File: config.mk
export PLATFORM = sky130hd
export DESIGN_NAME = ni_axi_wr_ctrl
export DESIGN_NICKNAME = d
export VERILOG_FILES = /design/src/rtl/ni_axi_wr_ctrl_pkg.sv /design/src/rtl/ni_axi_wr_ctrl_fifo.sv /design/src/rtl/ni_axi_wr_ctrl.sv
export SDC_FILE = /design/constraint.sdc
export NUM_CORES = 1
export LEC_CHECK = 0
export BUFFER_PORTS_ARGS = -buffer_cell sky130_fd_sc_hd__buf_2
export CAP_MARGIN = 40
export CORE_MARGIN = 2
export CORE_UTILIZATION = 49
export CTS_BUF_LIST = sky130_fd_sc_hd__clkbuf_2
export CTS_CLUSTER_DIAMETER = 150
export DETAILED_ROUTE_END_ITERATION = 7
export PLACE_DENSITY = 0.83
export SETUP_SLACK_MARGIN = 0.5
export SYNTH_ARGS = -nofsm -noshare
export SYNTH_HDL_FRONTEND = slang
export SYNTH_SLANG_ARGS = --single-unit
File: constraint.sdc
create_clock -name clk -period 7.3 [get_ports clk]
set_input_delay 0.73 -clock clk [delete_from_list [all_inputs] [get_ports clk]]
set_output_delay 0.73 -clock clk [all_outputs]
set_load 0.01 [all_outputs]
File: src/rtl/ni_axi_wr_ctrl_pkg.sv
`default_nettype none
// ============================================================================
// Module      : ni_axi_wr_ctrl_pkg
// Description : Shared types, constants and the AXI-address -> NoC-router
//               decoder used by the NI AXI write-channel controller.
// Revision    : 1.0 - initial release
// ============================================================================

`ifndef AXI_ADDR_WIDTH
`define AXI_ADDR_WIDTH 32
`endif
`ifndef AXI_DATA_WIDTH
`define AXI_DATA_WIDTH 32
`endif
`ifndef AXI_TXN_ID_WIDTH
`define AXI_TXN_ID_WIDTH 4
`endif

package ni_axi_wr_ctrl_pkg;

    localparam int ADDR_W = `AXI_ADDR_WIDTH;
    localparam int DATA_W = `AXI_DATA_WIDTH;

    // Header flit field widths: {x_dest, y_dest, len, zero pad}
    localparam int X_W   = 2;
    localparam int Y_W   = 2;
    localparam int LEN_W = 8;

    localparam logic [1:0] AXI_OKAY   = 2'b00;
    localparam logic [1:0] AXI_SLVERR = 2'b10;

    // 2x2 mesh, one 4 KiB window per router, row-major from NOC_BASE
    localparam int unsigned       NOC_X     = 2;
    localparam int unsigned       NOC_NODES = 4;
    localparam logic [ADDR_W-1:0] NOC_BASE  = 32'h1000_0000;
    localparam logic [ADDR_W-1:0] NOC_SIZE  = 32'h0000_1000;

    typedef enum logic [1:0] {
        IDLE  = 2'd0,
        HEAD  = 2'd1,
        BODY  = 2'd2,
        DRAIN = 2'd3
    } e_wr_ctrl_st_t;

    typedef struct packed {
        logic [X_W-1:0]    x;
        logic [Y_W-1:0]    y;
        logic [ADDR_W-1:0] base;
        logic [ADDR_W-1:0] size;
    } s_noc_addr_t;

    typedef struct packed {
        logic           valid;
        logic [X_W-1:0] x;
        logic [Y_W-1:0] y;
    } s_noc_dest_t;

    // Address window and coordinates of router number idx
    function automatic s_noc_addr_t noc_addr_map(input int unsigned idx);
        s_noc_addr_t entry;
        entry.x    = X_W'(idx % NOC_X);
        entry.y    = Y_W'(idx / NOC_X);
        entry.base = NOC_BASE + ADDR_W'(idx) * NOC_SIZE;
        entry.size = NOC_SIZE;
        return entry;
    endfunction

    // Destination router of an AXI address; valid=0 when no window matches
    function automatic s_noc_dest_t axi_dec_noc(input logic [ADDR_W-1:0] addr);
        s_noc_dest_t dest;
        s_noc_addr_t entry;
        dest = '0;
        for (int unsigned i = 0; i < NOC_NODES; i++) begin
            entry = noc_addr_map(i);
            if ((addr >= entry.base) && (addr < (entry.base + entry.size))) begin
                dest.valid = 1'b1;
                dest.x     = entry.x;
                dest.y     = entry.y;
            end
        end
        return dest;
    endfunction

endpackage

`default_nettype wire

File: src/rtl/ni_axi_wr_ctrl_fifo.sv
`default_nettype none
// ============================================================================
// Module      : ni_axi_wr_ctrl_fifo
// Description : Small synchronous FIFO (registered storage, show-ahead read).
//               Output reads as zero while empty.
// Revision    : 1.0 - initial release
// ============================================================================
module ni_axi_wr_ctrl_fifo #(
    parameter int SLOTS = 4,
    parameter int WIDTH = 8
) (
    input  logic             clk,
    input  logic             rst,
    input  logic             i_push,
    input  logic [WIDTH-1:0] i_data,
    input  logic             i_pop,
    output logic [WIDTH-1:0] o_data,
    output logic             o_empty,
    output logic             o_full
);

    localparam int PTR_W = (SLOTS > 1) ? $clog2(SLOTS) : 1;
    localparam int CNT_W = $clog2(SLOTS + 1);

    logic [WIDTH-1:0] r_mem [SLOTS];
    logic [PTR_W-1:0] r_wr_ptr;
    logic [PTR_W-1:0] r_rd_ptr;
    logic [CNT_W-1:0] r_count;
    logic             w_do_push;
    logic             w_do_pop;

    function automatic logic [PTR_W-1:0] ptr_inc(input logic [PTR_W-1:0] p);
        return (p == PTR_W'(SLOTS - 1)) ? '0 : p + 1'b1;
    endfunction

    assign o_empty   = (r_count == '0);
    assign o_full    = (r_count == CNT_W'(SLOTS));
    assign w_do_push = i_push & ~o_full;
    assign w_do_pop  = i_pop & ~o_empty;
    assign o_data    = o_empty ? '0 : r_mem[r_rd_ptr];

    // Storage array; contents are don't-care until written
    always_ff @(posedge clk) begin
        if (w_do_push) begin
            r_mem[r_wr_ptr] <= i_data;
        end
    end

    // Pointers and occupancy
    always_ff @(posedge clk) begin
        if (rst) begin
            r_wr_ptr <= '0;
            r_rd_ptr <= '0;
            r_count  <= '0;
        end else begin
            if (w_do_push) r_wr_ptr <= ptr_inc(r_wr_ptr);
            if (w_do_pop)  r_rd_ptr <= ptr_inc(r_rd_ptr);
            case ({w_do_push, w_do_pop})
                2'b10:   r_count <= r_count + 1'b1;
                2'b01:   r_count <= r_count - 1'b1;
                default: r_count <= r_count;
            endcase
        end
    end

    a_no_overflow: assert property (@(posedge clk) disable iff (rst) !(i_push && o_full));
    a_no_underflow: assert property (@(posedge clk) disable iff (rst) !(i_pop && o_empty));

endmodule

`default_nettype wire

File: src/rtl/ni_axi_wr_ctrl.sv
`default_nettype none
// ============================================================================
// Module      : ni_axi_wr_ctrl
// Description : NI AXI slave write-channel controller. Turns each AW/W burst
//               into one NoC packet (head flit + body beats), bounds the
//               number of outstanding writes and returns B in order.
// Revision    : 1.0 - initial release
// ============================================================================
module ni_axi_wr_ctrl
    import ni_axi_wr_ctrl_pkg::*;
#(
    parameter int MAX_OT = 4,
    parameter int ID_W   = `AXI_TXN_ID_WIDTH
) (
    input  logic                        clk,
    input  logic                        arst,
    input  logic                        aw_valid,
    output logic                        aw_ready,
    input  logic [`AXI_ADDR_WIDTH-1:0]  aw_addr,
    input  logic [ID_W-1:0]             aw_id,
    input  logic [7:0]                  aw_len,
    input  logic                        w_valid,
    output logic                        w_ready,
    input  logic [`AXI_DATA_WIDTH-1:0]  w_data,
    input  logic                        w_last,
    output logic                        b_valid,
    input  logic                        b_ready,
    output logic [ID_W-1:0]             b_id,
    output logic [1:0]                  b_resp,
    output logic                        pkt_valid,
    input  logic                        pkt_ready,
    output logic                        pkt_head,
    output logic                        pkt_tail,
    output logic [`AXI_DATA_WIDTH-1:0]  pkt_data,
    output logic [$clog2(MAX_OT+1)-1:0] ot_cnt
);

    localparam int OT_W     = $clog2(MAX_OT + 1);
    localparam int HEAD_PAD = DATA_W - X_W - Y_W - LEN_W;

    e_wr_ctrl_st_t    r_state;
    e_wr_ctrl_st_t    w_next_state;
    logic [ID_W-1:0]  r_id;
    logic [LEN_W-1:0] r_len;
    logic [LEN_W-1:0] r_beat_cnt;
    logic [X_W-1:0]   r_x;
    logic [Y_W-1:0]   r_y;
    logic [OT_W-1:0]  r_ot_cnt;

    s_noc_dest_t      w_dec;
    logic             w_ot_ok;
    logic             w_aw_hs;
    logic             w_b_hs;
    logic             w_body_hs;
    logic             w_at_len;
    logic             w_push;
    logic [1:0]       w_push_resp;
    logic             w_q_empty;
    logic             w_q_full;
    logic [ID_W+1:0]  w_q_dout;

    assign w_dec     = axi_dec_noc(aw_addr);
    assign w_ot_ok   = (r_ot_cnt < OT_W'(MAX_OT));
    assign w_at_len  = (r_beat_cnt == r_len);
    assign w_aw_hs   = aw_valid & aw_ready;
    assign w_b_hs    = b_valid & b_ready;
    assign w_body_hs = (r_state == BODY) & w_valid & pkt_ready;
    assign ot_cnt    = r_ot_cnt;

    // B side is masked while reset is held so nothing is offered from a stale queue
    assign b_valid         = ~w_q_empty & ~arst;
    assign {b_id, b_resp}  = arst ? '0 : w_q_dout;

    // Next state and handshake outputs; all quiet while reset is held
    always_comb begin
        w_next_state = r_state;
        aw_ready     = 1'b0;
        w_ready      = 1'b0;
        pkt_valid    = 1'b0;
        pkt_head     = 1'b0;
        pkt_tail     = 1'b0;
        pkt_data     = '0;
        w_push       = 1'b0;
        w_push_resp  = AXI_OKAY;
        if (!arst) begin
            case (r_state)
                IDLE: begin
                    aw_ready = w_ot_ok;
                    if (aw_valid && w_ot_ok) begin
                        w_next_state = w_dec.valid ? HEAD : DRAIN;
                    end
                end
                HEAD: begin
                    pkt_valid = 1'b1;
                    pkt_head  = 1'b1;
                    pkt_data  = {r_x, r_y, r_len, {HEAD_PAD{1'b0}}};
                    if (pkt_ready) w_next_state = BODY;
                end
                BODY: begin
                    pkt_valid = w_valid;
                    w_ready   = pkt_ready;
                    pkt_data  = w_data;
                    pkt_tail  = w_last | w_at_len;
                    if (w_valid && pkt_ready && (w_last || w_at_len)) begin
                        if (w_last) begin
                            // Early w_last is a length mismatch as well
                            w_push       = 1'b1;
                            w_push_resp  = w_at_len ? AXI_OKAY : AXI_SLVERR;
                            w_next_state = IDLE;
                        end else begin
                            // Master sends more beats than announced: swallow them
                            w_next_state = DRAIN;
                        end
                    end
                end
                DRAIN: begin
                    w_ready = 1'b1;
                    if (w_valid && w_last) begin
                        w_push       = 1'b1;
                        w_push_resp  = AXI_SLVERR;
                        w_next_state = IDLE;
                    end
                end
                default: w_next_state = IDLE;
            endcase
        end
    end

    // State register
    always_ff @(posedge clk) begin
        if (arst) r_state <= IDLE;
        else      r_state <= w_next_state;
    end

    // Burst context captured at AW handshake, beat counter advanced per body flit
    always_ff @(posedge clk) begin
        if (arst) begin
            r_id       <= '0;
            r_len      <= '0;
            r_x        <= '0;
            r_y        <= '0;
            r_beat_cnt <= '0;
        end else if (w_aw_hs) begin
            r_id       <= aw_id;
            r_len      <= aw_len;
            r_x        <= w_dec.x;
            r_y        <= w_dec.y;
            r_beat_cnt <= '0;
        end else if (w_body_hs) begin
            r_beat_cnt <= r_beat_cnt + 1'b1;
        end
    end

    // Outstanding-write counter: AW in, B out
    always_ff @(posedge clk) begin
        if (arst) begin
            r_ot_cnt <= '0;
        end else begin
            case ({w_aw_hs, w_b_hs})
                2'b10:   r_ot_cnt <= r_ot_cnt + 1'b1;
                2'b01:   r_ot_cnt <= r_ot_cnt - 1'b1;
                default: r_ot_cnt <= r_ot_cnt;
            endcase
        end
    end

    ni_axi_wr_ctrl_fifo #(
        .SLOTS (MAX_OT),
        .WIDTH (ID_W + 2)
    ) u_b_queue (
        .clk     (clk),
        .rst     (arst),
        .i_push  (w_push),
        .i_data  ({r_id, w_push_resp}),
        .i_pop   (w_b_hs),
        .o_data  (w_q_dout),
        .o_empty (w_q_empty),
        .o_full  (w_q_full)
    );

    a_pkt_stable: assert property (@(posedge clk) disable iff (arst)
        (pkt_valid && !pkt_ready) |=> (pkt_valid && $stable(pkt_data)));
    a_ot_bound: assert property (@(posedge clk) disable iff (arst)
        (r_ot_cnt <= OT_W'(MAX_OT)));
    a_q_no_overflow: assert property (@(posedge clk) disable iff (arst)
        !(w_push && w_q_full));

endmodule

`default_nettype wire

==> run summary, run 1 <==
* **number of nets produced by synthesis** 404
* **Post-DP HPWL** 4750 µm
* **global-route met3 utilization** 0.0385
* **setup repair after global routing missed its margin** false
* **Fin Setup TNS** 0 ns
* **Total Wirelength** 6060 µm
* **number of antenna diodes** 0
* **maximum resistive drop on vdd** 153 µV
* **sinks on the clock net** 56
* **iteration-0 DRC count of the detailed router** 93
* **WP data arrival** 2.34 ns
* **worst slew slack as a fraction of its limit** 0.527
* **Fin Clk Skew** 0.00708 ns
* **Final Total Pwr** 0.000733 W
* **number of DRC violations after detailed routing** 0
* **TritonCTS buffer count** 5
* **final max-slew violation count** 0
* **sort of element at the end of the critical path** primary output
* **GR Layer Usage met1** 0.215
* **top cells by area, synth** sky130_fd_sc_hd__dfxtp_1, sky130_fd_sc_hd__edfxtp_1, sky130_fd_sc_hd__and2_1
* **most crowded layer after global routing** met2
* **minimum clock period** 3.07 ns
* **number of instances in the synthesized netlist** 307
* **drt via density** 5.01
* **vertical extent of the die** 82.1 µm
* **buffer levels on the longest clock path** 2
* **clock-pin slew of the registers on the worst-case setup and hold paths** 0.28 ns
* **wire length of the first global-routing pass** 9440 µm
* **post-synthesis register bit count** 56
* **Total GRT Usage** 0.180
* **effective utilization at floorplan** 0.505
* **number of distinct library cells after synthesis** 43
* **Worst Path Class, Setup** register to primary output
* **count of flip-flops with a built-in enable after synthesis** 20
* **Clock Tree Root** sky130_fd_sc_hd__clkbuf_2
* **cell area reported after detailed placement** 3590 µm²
* **clock latency of the later-clocked register in the worst-skew pair** 0.44 ns
* **power density over the cells** 201 nW/µm²
* **number of top-level pins** 130
* **LEAKAGE** 1.56 nW
* **max-cap check violation count** 0
* **maximum number of pins on one net before global-route repair** 37
* **most instantiated library cell after synthesis** sky130_fd_sc_hd__nor2_1
* **IO buf count** 116
* **vias after detailed routing** 2,453
* **class of the tightest hold or removal check** input pin to register
* **proportion of synthesized chip area in sequential cells** 0.442
* **CTS H-tree depth** 2
* **Detail Route Antenna Nets** 0
* **global routing met2 resource utilization** 0.333
* **total global routing overflow** 0
* **Min Hold Slack** 0.449 ns
* **floorplan die width** 82.1 µm
* **1st-pass router iterations** 4
* **area enclosed by the die boundary** 6740 µm²
* **maximum net fanout on the critical path** 22
* **final setup violation count** 0
* **area delta synth->final** 21.9%
* **Gates resized, CTS repair** 0
* **number of antenna violations at the first check in global routing** 0
* **category of the worst setup path launch point** register
* **RD Place Congestion** 0.763
* **status** complete, no violations
* **layout cell share with drive strength beyond 1** 0.333
* **post-route clock period utilization** 0.421
* **final hold violation count** 0
* **# nets final** 511
* **upper clock frequency limit** 0.326 GHz
* **quantity of hold-fixing buffers added after cts** 0
* **required time of the critical path** 6.57 ns
* **CTS tree** built
* **fraction of registers with async set/reset** 0
* **leading register cell type out of synthesis** sky130_fd_sc_hd__dfxtp_1
* **detailed-route wire length per cell** 12.4 µm
* **number of post-CTS setup repair buffers** 0
* **post-route cell area** 3640 µm²
* **Warnings, synthesis** 0
* **vias in the first global route** 2,182
* **syn avg cell area** 9.73 µm²
* **core region area** 5920 µm²
* **post-synthesis cell type with the largest combined area** sky130_fd_sc_hd__dfxtp_1
* **post-layout utilization of the core** 0.615
* **fraction of post-synthesis cell area in the top cell type by area** 0.241
* **most used standard cells in the synthesized netlist** sky130_fd_sc_hd__nor2_1, sky130_fd_sc_hd__dfxtp_1, sky130_fd_sc_hd__and2_1
* **FP Rows** 28
* **pin slew with the least headroom to its limit** 0.709 ns
* **post-synthesis instance area** 2990 µm²
==> metal layers <==
metal | vias up | share of wire
li1 | 1246 | -
met1 | 1133 | 0.43
met2 | 69 | 0.52
met3 | 5 | 0.051
met4 | 0 | 0.0061
met5 | - | 0
==> sequential cells by signal, summed over array words and instances (netlist names), named ones only <==
signal / flops
r_x: 1
r_id: 4
r_len: 8
u_b_queue.r_rd_ptr: 2
u_b_queue.r_wr_ptr: 2
r_state: 2
r_y: 1
u_b_queue.r_count: 3
r_beat_cnt: 8
ot_cnt: 3
u_b_queue.r_mem: 20
==> worst max-delay path, stage by stage (launching register included) <==
cell and delay (ns):
sky130_fd_sc_hd__dfxtp_1 0.40, sky130_fd_sc_hd__inv_1 0.11, sky130_fd_sc_hd__ha_1 0.63, sky130_fd_sc_hd__nor2b_1 0.25, sky130_fd_sc_hd__buf_4 0.23, sky130_fd_sc_hd__and2_1 0.15, sky130_fd_sc_hd__buf_2 0.13
==> power by group <==
part,internal (W),switching [W]
combinational,0.000101,0.000134
clock,0.0000269,0.0000997
sequential,0.000349,0.0000220
==> through the flow <==
stage / cells / worst slack [ns]
final: 490 / 4.23
after global routing: 490 / 4.06
after CTS: 490 / 4.22
after detailed placement: 482 / 4.16
after global placement: 481 / 4.23
after floorplan: 307 / 4.59
==> final cells by class <==
class	count	area (µm²)
clock inverters	3	27.5
clock buffers	5	25.0
repair buffers	118	596
fillers	525	2280
multi-input cells	221	1530
well taps	75	93.8
flip-flops and latches	56	1320
inverters	12	45.0
==> final timing paths <==
| kind | slack, ns | depth (start not counted) | to | start |
|---|---|---|---|---|
| hold / removal | 0.45 | 3 | r_len[7] | aw_len[7] |
| hold reg to reg | 0.49 | 2 | r_y[0] | r_y[0] |
| setup / recovery | 4.23 | 6 | pkt_data[7] | r_state[0] |
| setup reg to reg | 4.36 | 11 | u_b_queue.r_count[2] | r_state[0] |
==> placed cells by master, fill, tap and decap left out, drive strengths merged, types with 3 or more instances in the layout <==
cell and count:
buf 118, nor2 38, dfxtp 36, and2 33
nand2b 20, edfxtp 20, nand2 19, o21ai 18
inv 13, ha 12, xnor2 11, a22oi 10
xor2 8, a21oi 8, mux4 5, nand4 5
clkbuf 5, nor4 4, nor2b 3, nor3 3
mux2i 3
==> kinds of logic after synthesis <==
group | synth area share
other | 0.00126
AO/OA/AOI/OAI | 0.102
multiplexers | 0.0477
flip-flops | 0.442
buffers and inverters | 0.0448
adder cells (fa/ha/maj) | 0.0637
AND/OR/NAND/NOR | 0.243
XOR/XNOR | 0.0557
(Power assumes the default switching activity.)
==> run 2: changes to the inputs <==
--- a/config.mk
+++ b/config.mk
@@ -5,14 +5,15 @@
 export SDC_FILE = /design/constraint.sdc
 export NUM_CORES = 1
 export LEC_CHECK = 0
+export ABC_AREA = 1
 export BUFFER_PORTS_ARGS = -buffer_cell sky130_fd_sc_hd__buf_2
 export CAP_MARGIN = 40
 export CORE_MARGIN = 2
-export CORE_UTILIZATION = 49
+export CORE_UTILIZATION = 45
 export CTS_BUF_LIST = sky130_fd_sc_hd__clkbuf_2
 export CTS_CLUSTER_DIAMETER = 150
 export DETAILED_ROUTE_END_ITERATION = 7
-export PLACE_DENSITY = 0.83
+export PLACE_DENSITY = 0.8
 export SETUP_SLACK_MARGIN = 0.5
 export SYNTH_ARGS = -nofsm -noshare
 export SYNTH_HDL_FRONTEND = slang
==> constraint.sdc (replaced) <==
create_clock -name clk -period 2.51 [get_ports clk]
set_input_delay 0.251 -clock clk [delete_from_list [all_inputs] [get_ports clk]]
set_output_delay 0.251 -clock clk [all_outputs]
set_load 0.01 [all_outputs]
==> run summary, run 2 <==
* **CTS tree** built
* **max-cap check violation count** 0, unchanged
* **launching point of the worst reg2reg path** r_state[1]
* **flip-flop count of the largest register after layout** 20, unchanged
* **number of nets produced by synthesis** 501, +24%
* **LEAKAGE** 1.94 nW, +25%
* **clock latency of the later-clocked register in the worst-skew pair** 0.44 ns, about the same
* **most instantiated library cell after synthesis** sky130_fd_sc_hd__nand2_1
* **worst reg2reg setup slack** 0.37 ns, -3.99 ns
* **Detail Route Antenna Nets** 0, unchanged
* **area enclosed by the die boundary** 7350 µm², +9.1%
* **cell count after placement** 585, +21%
* **highest-count cells in the layout ignoring fill and taps** sky130_fd_sc_hd__buf_2, sky130_fd_sc_hd__nand2_1, sky130_fd_sc_hd__nor2_1
* **vias in the first global route** 2,576, +18%
* **minimum clock period** 2.14 ns
* **Critical R2R Capture** u_b_queue.r_count[2]
* **iteration-0 DRC count of the detailed router** 141, +52%
* **most used standard cells in the synthesized netlist** sky130_fd_sc_hd__nand2_1, sky130_fd_sc_hd__nor2_1, sky130_fd_sc_hd__inv_1
* **register containing the most flip-flops in the final layout** u_b_queue.r_mem
* **FP Rows** 29, +3.6%
* **category of the worst setup path launch point** register
* **logic depth of the worst register-to-register path** 12, +1
* **post-synthesis instance area** 3010 µm², +0.59%
* **detailed-route wire length per cell** 12.2 µm, -1.6%
* **Warnings, synthesis** 0, unchanged
* **post-synthesis cell type with the largest combined area** sky130_fd_sc_hd__dfxtp_1
* **launching instance or port of the critical path** r_state[1]
* **WP data arrival** 2.48 ns, +0.14 ns
* **number of instances in the synthesized netlist** 404, +32%
* **final max-slew violation count** 0, unchanged
* **count of filler cells inserted in the layout** 556, +5.9%
* **Total Wirelength** 7610 µm, +26%
* **final hold violation count** 0, unchanged
* **Worst Path Class, Setup** register to register
* **Clock Tree Root** sky130_fd_sc_hd__clkbuf_2
* **count of flip-flops with a built-in enable after synthesis** 20, unchanged
* **RD Place Congestion** 0.814, +6.8%
* **buffer levels on the longest clock path** 2, unchanged
* **sort of element at the end of the critical path** register
* **Post-DP HPWL** 5360 µm, +13%
* **drt via density** 4.79, -4.3%
* **fraction of registers with async set/reset** 0, unchanged
* **non-filler cells in the finished layout** 625, +28%
* **power density over the cells** 639 nW/µm², +220%
* **total global routing overflow** 0, unchanged
* **Hold EP** r_id[3]
* **number of top-level pins** 130, unchanged
* **maximum net fanout on the critical path** 3, -86%
* **IO buf count** 116, unchanged
* **# nets final** 644, +26%
* **leading register cell type out of synthesis** sky130_fd_sc_hd__dfxtp_1
* **top cells by area, synth** sky130_fd_sc_hd__dfxtp_1, sky130_fd_sc_hd__edfxtp_1, sky130_fd_sc_hd__nand2_1
* **most common cell after layout, fill and taps aside** sky130_fd_sc_hd__buf_2
* **post-synthesis register bit count** 56, unchanged
* **maximum resistive drop on vdd** 366 µV, +140%
* **number of antenna violations at the first check in global routing** 0, unchanged
* **floorplan die width** 85.7 µm, +4.4%
* **effective utilization at floorplan** 0.468, -0.0367
* **final setup violation count** 0, unchanged
* **1st-pass router iterations** 8, +4
* **wire length of the first global-routing pass** 11,200 µm, +18%
* **vertical extent of the die** 85.7 µm, +4.4%
* **area delta synth->final** 36.3%
* **post-route clock period utilization** 0.852
* **Total GRT Usage** 0.188, +0.00799
* **status** finished with violations
* **setup repair after global routing missed its margin** true
* **syn avg cell area** 7.44 µm², -24%
* **biggest regs** u_b_queue.r_mem: 20 flops, r_beat_cnt: 8 flops, r_len: 8 flops
* **startpoint of the lowest-slack hold path** aw_id[3]
* **Multi-input gate area** 1540 µm², +0.33%
* **hold path depth** 2, -1
* **Fin Setup TNS** 0 ns, unchanged
* **proportion of synthesized chip area in sequential cells** 0.440, -0.00258
* **vias after detailed routing** 2,995, +22%
* **Fin Clk Skew** 0.0340 ns, +0.0270 ns
* **TritonCTS buffer count** 5, unchanged
* **class of the tightest hold or removal check** input pin to register
* **sinks on the clock net** 56, unchanged
* **core region area** 6420 µm², +8.5%
* **CTS H-tree depth** 2, unchanged
* **failing checks** design-rule violations
* **fraction of post-synthesis cell area in the top cell type by area** 0.240, -0.00141
* **number of DRC violations after detailed routing** 1, +1
* **number of distinct library cells after synthesis** 33, -23%
* **layout cell share with drive strength beyond 1** 0.347, +0.0142
* **required time of the critical path** 2.85 ns, -3.72 ns
* **maximum number of pins on one net before global-route repair** 38, +2.7%
* **number of antenna diodes** 0, unchanged
* **FF/Latch Area** 1340 µm², +1.6%
* **upper clock frequency limit** 0.468 GHz
* **clock-pin slew of the registers on the worst-case setup and hold paths** 0.28 ns, about the same
-- run 2: cell count changes after synthesis, moves of 7 or more --
cell and change:
sky130_fd_sc_hd__inv_1 +35, sky130_fd_sc_hd__a21oi_1 +26, sky130_fd_sc_hd__nand2_1 +76, sky130_fd_sc_hd__a22o_1 +7
sky130_fd_sc_hd__xnor2_1 -8, sky130_fd_sc_hd__and2_1 -32, sky130_fd_sc_hd__a22oi_1 -10, sky130_fd_sc_hd__o21ai_0 +10
sky130_fd_sc_hd__nand2b_1 -20, sky130_fd_sc_hd__xor2_1 -8, sky130_fd_sc_hd__nor2_1 +38
-- run 2: logic make-up (layout without fill, tap and decap cells) --
group / after synthesis / after routing / synth area share
DFF: 56 / 56 / 0.440
other: 1 / 1 / 0.00125
and+or+nand+nor: 189 / 189 / 0.252
adders and majority gates: 14 / 14 / 0.0633
buffers and inverters: 62 / 206 / 0.0858
xor gates and xnor gates: 3 / 3 / 0.00874
AOI/OAI and AO/OA: 79 / 79 / 0.149
-- run 2: power by group --
part           internal, W  total [W]  switching [W]
logic             0.000507    0.00116       0.000648
registers          0.00105    0.00113      0.0000790
clock network    0.0000694   0.000339       0.000269
-- run 2: through the flow --
| stage | setup WS, ns | power [W] | hold WS [ns] | cell area, µm² | utilization |
|---|---|---|---|---|---|
| floorplan | 0.435 | 0.00173 | 0.364 | 3040 | - |
| finish | 0.373 | 0.00262 | 0.0508 | 4100 | 0.638 |
| global route | 0.315 | 0.00280 | 0.00548 | 4100 | 0.638 |
| CTS | 0.437 | 0.00238 | 0.00739 | 3840 | 0.597 |
| detailed placement | 0.316 | 0.00199 | 0.454 | 3650 | 0.569 |
| global placement | 0.435 | 0.00197 | 0.453 | 3650 | 0.569 |
-- run 2: worst max-delay path: stages (launching register included) --
cell,delay (ns)
sky130_fd_sc_hd__dfxtp_2,0.40
sky130_fd_sc_hd__buf_6,0.11
sky130_fd_sc_hd__ha_4,0.17
sky130_fd_sc_hd__a21oi_4,0.16
sky130_fd_sc_hd__nor3_4,0.08
sky130_fd_sc_hd__o31ai_4,0.07
sky130_fd_sc_hd__ha_2,0.23
sky130_fd_sc_hd__inv_2,0.05
sky130_fd_sc_hd__fa_2,0.34
sky130_fd_sc_hd__a21oi_2,0.12
sky130_fd_sc_hd__o21ai_1,0.10
sky130_fd_sc_hd__o21ai_1,0.16
sky130_fd_sc_hd__a21oi_1,0.06
-- run 2: layer usage --
layer / up-vias / GRT usage / part of all wire
li1: 1582 / - / -
met1: 1333 / 0.216 / 0.41
met2: 70 / 0.351 / 0.53
met3: 10 / 0.0395 / 0.045
met4: 0 / 0.0505 / 0.017
met5: - / 0 / 0
-- run 2: worst max-delay path by stage --
stage	end
after global placement	ot_cnt[2]
after detailed placement	ot_cnt[2]
after CTS	ot_cnt[2]
after global routing	u_b_queue.r_count[2]
after floorplan	u_b_queue.r_count[2]
final	u_b_queue.r_count[2]
-- run 2: final cells by class --
class | instances | share of cell area
Timing Repair Buffer | 150 | 0.219
Multi-Input combinational cell | 286 | 0.375
Sequential cell | 56 | 0.328
Tap cell | 77 | 0.0235
Clock inverter | 2 | 0.00275
Inverter | 48 | 0.0446
Clock buffer | 6 | 0.00733
-- run 2: what timing repair did --
action	4_1_cts	5_1_grt
pin swaps	4	9
endpoints found under the hold margin	8	3
hold buffers	8	3
setup endpoints to repair	38	67
setup buffers	4	16
gates cloned	0	1
resized for setup	14	28
==> run 3: changes to the inputs <==
--- a/config.mk
+++ b/config.mk
@@ -8,7 +8,6 @@
 export ABC_AREA = 1
 export BUFFER_PORTS_ARGS = -buffer_cell sky130_fd_sc_hd__buf_2
 export CAP_MARGIN = 40
-export CORE_MARGIN = 2
 export CORE_UTILIZATION = 45
 export CTS_BUF_LIST = sky130_fd_sc_hd__clkbuf_2
 export CTS_CLUSTER_DIAMETER = 150
==> run summary, run 3 (synthesized netlist as in run 2, its figures left out) <==
* **status** complete, no violations
* **Worst Path Class, Setup** register to register
* **FP Rows** 29, unchanged
* **register containing the most flip-flops in the final layout** u_b_queue.r_mem
* **RD Place Congestion** 0.825, +1.3%
* **upper clock frequency limit** 0.486 GHz, +3.8%
* **vias in the first global route** 2,890, +12%
* **sort of element at the end of the critical path** register
* **Detail Route Antenna Nets** 0, unchanged
* **Post-DP HPWL** 5500 µm, +2.6%
* **clock-pin slew of the registers on the worst-case setup and hold paths** 0.27 ns, about the same
* **floorplan die width** 83.7 µm, -2.3%
* **max-cap check violation count** 0, unchanged
* **IO buf count** 116, unchanged
* **post-route clock period utilization** 0.820, -0.0311
* **worst reg2reg setup slack** 0.45 ns, +0.08 ns
* **wire length of the first global-routing pass** 12,400 µm, +11%
* **CTS tree** built
* **net switching share of the total power** 0.371, -0.00982
* **effective utilization at floorplan** 0.471, +0.00266
* **total global routing overflow** 0, unchanged
* **vias after detailed routing** 3,041, +1.5%
* **flip-flop count of the largest register after layout** 20, unchanged
* **clock latency of the later-clocked register in the worst-skew pair** 0.44 ns, about the same
* **core region area** 6390 µm², -0.57%
* **Fin Setup TNS** 0 ns, unchanged
* **non-filler cells in the finished layout** 618, -1.1%
* **maximum net fanout on the critical path** 3, unchanged
* **number of antenna violations at the first check in global routing** 0, unchanged
* **clock power share** 0.167, +0.038
* **highest-count cells in the layout ignoring fill and taps** sky130_fd_sc_hd__buf_2, sky130_fd_sc_hd__nand2_1, sky130_fd_sc_hd__nor2_1
* **detailed-route wire length per cell** 12.7 µm, +4.2%
* **required time of the critical path** 2.88 ns, +0.03 ns
* **Fin Clk Skew** 0.0265 ns, -0.00752 ns
* **sequential group share of total power** 0.425, -0.005
* **final hold violation count** 0, unchanged
* **1st-pass router iterations** 4, -4
* **number of top-level pins** 130, unchanged
* **number of antenna diodes** 0, unchanged
* **LEAKAGE** 1.92 nW, -1.0%
* **category of the worst setup path launch point** register
* **area enclosed by the die boundary** 7010 µm², -4.6%
* **iteration-0 DRC count of the detailed router** 185, +31%
* **power density over the cells** 656 nW/µm², +2.6%
* **# nets final** 637, -1.1%
* **area delta synth->final** 34.8%
* **drt via density** 4.92, +2.7%
* **layout cell share with drive strength beyond 1** 0.335, -0.0121
* **CTS H-tree depth** 2, unchanged
* **minimum clock period** 2.06 ns, -0.0782 ns
* **class of the tightest hold or removal check** input pin to register
* **final max-slew violation count** 0, unchanged
* **vertical extent of the die** 83.7 µm, -2.3%
* **buffer levels on the longest clock path** 2, unchanged
* **number of DRC violations after detailed routing** 0, -1
* **maximum resistive drop on vdd** 315 µV, -14%
* **post-layout utilization of the core** 0.635, -0.00343
* **Total GRT Usage** 0.215, +0.0272
* **Clock Tree Root** sky130_fd_sc_hd__clkbuf_2
* **cell count after placement** 586, +0.17%
* **sinks on the clock net** 56, unchanged
* **TritonCTS buffer count** 5, unchanged
* **biggest regs** u_b_queue.r_mem: 20 flops, r_beat_cnt: 8 flops, r_len: 8 flops
* **Cell Int Power** 0.00167 W, +3.1%
* **Switching Power** 0.000985 W, -1.2%
* **WP data arrival** 2.43 ns, -0.05 ns
* **setup repair after global routing missed its margin** true
* **most common cell after layout, fill and taps aside** sky130_fd_sc_hd__buf_2
* **Total Wirelength** 7840 µm, +3.0%
* **final setup violation count** 0, unchanged
* **maximum number of pins on one net before global-route repair** 38, unchanged
* **logic gate share of total power** 0.408, -0.033
## run 3: cell count changes in the layout (fill, tap and decap cells not counted), sizes merged
cell,change
clkbuf,-1
buf,-7
clkinv,+1
clkinvlp,-1
bufinv,+1
## run 3: path summary, 6_finish.rpt
kind,from,cells past startpoint,endpoint
worst max-delay path,r_state[0],12,u_b_queue.r_count[2]
worst min-delay path,aw_id[0],2,r_id[0]
worst max register to register,r_state[0],12,u_b_queue.r_count[2]
worst min register to register,r_beat_cnt[4],2,r_beat_cnt[4]
## run 3: worst max-delay path: stages (launching register included)
cell,delay (ns)
sky130_fd_sc_hd__dfxtp_4,0.43
sky130_fd_sc_hd__inv_4,0.04
sky130_fd_sc_hd__ha_4,0.16
sky130_fd_sc_hd__a21oi_4,0.17
sky130_fd_sc_hd__nor3_4,0.07
sky130_fd_sc_hd__o31ai_4,0.07
sky130_fd_sc_hd__ha_2,0.23
sky130_fd_sc_hd__inv_4,0.04
sky130_fd_sc_hd__fa_2,0.37
sky130_fd_sc_hd__a21oi_2,0.16
sky130_fd_sc_hd__o21ai_2,0.07
sky130_fd_sc_hd__o21ai_1,0.13
sky130_fd_sc_hd__a21oi_1,0.05
## run 3: timing repair
| item | 4_1_cts | 5_1_grt |
|---|---|---|
| pin swaps | 1 | 13 |
| gates resized for setup | 11 | 29 |
| setup endpoints to repair | 38 | 62 |
| hold buffers | 10 | 1 |
| hold endpoints to repair | 10 | 1 |
| gates cloned | 0 | 2 |
| buffers inserted | 2 | 9 |
## run 3: layer usage
layer  GRT usage  wire (µm)  up-vias
met5           0          0        -
met4      0.0878        146        0
met3      0.0376        282       13
met2       0.390       3990       78
met1       0.249       3430     1382
li1            -          -     1568
## run 3: stage by stage
| step | setup slack (ns) | power, W | hold WS, ns | instance area (µm²) |
|---|---|---|---|---|
| floorplan | 0.435 | 0.00173 | 0.364 | 3040 |
| global placement | 0.440 | 0.00197 | 0.451 | 3660 |
| detailed placement | 0.383 | 0.00200 | 0.457 | 3660 |
| CTS | 0.467 | 0.00248 | 0.0201 | 3860 |
| global route | 0.297 | 0.00282 | 0.0334 | 4050 |
| finish | 0.451 | 0.00266 | 0.0558 | 4050 |
## run 3: layout make-up
class / count / area [µm²]
repair buffers: 143 / 858
clock inverters: 3 / 42.5
inverters: 48 / 188
well taps: 77 / 96.3
flip-flops and latches: 56 / 1350
fillers: 533 / 2330
clock buffers: 5 / 25.0
multi-input cells: 286 / 1490
## run 3: power by group through the flow
stage | logic [W] | clock network, W | registers [W]
floorplan | 0.000614 | 0 | 0.00112
finish | 0.00108 | 0.000443 | 0.00113
global placement | 0.000836 | 0 | 0.00114
CTS | 0.000906 | 0.000451 | 0.00112
detailed placement | 0.000855 | 0 | 0.00114
global route | 0.00120 | 0.000478 | 0.00114
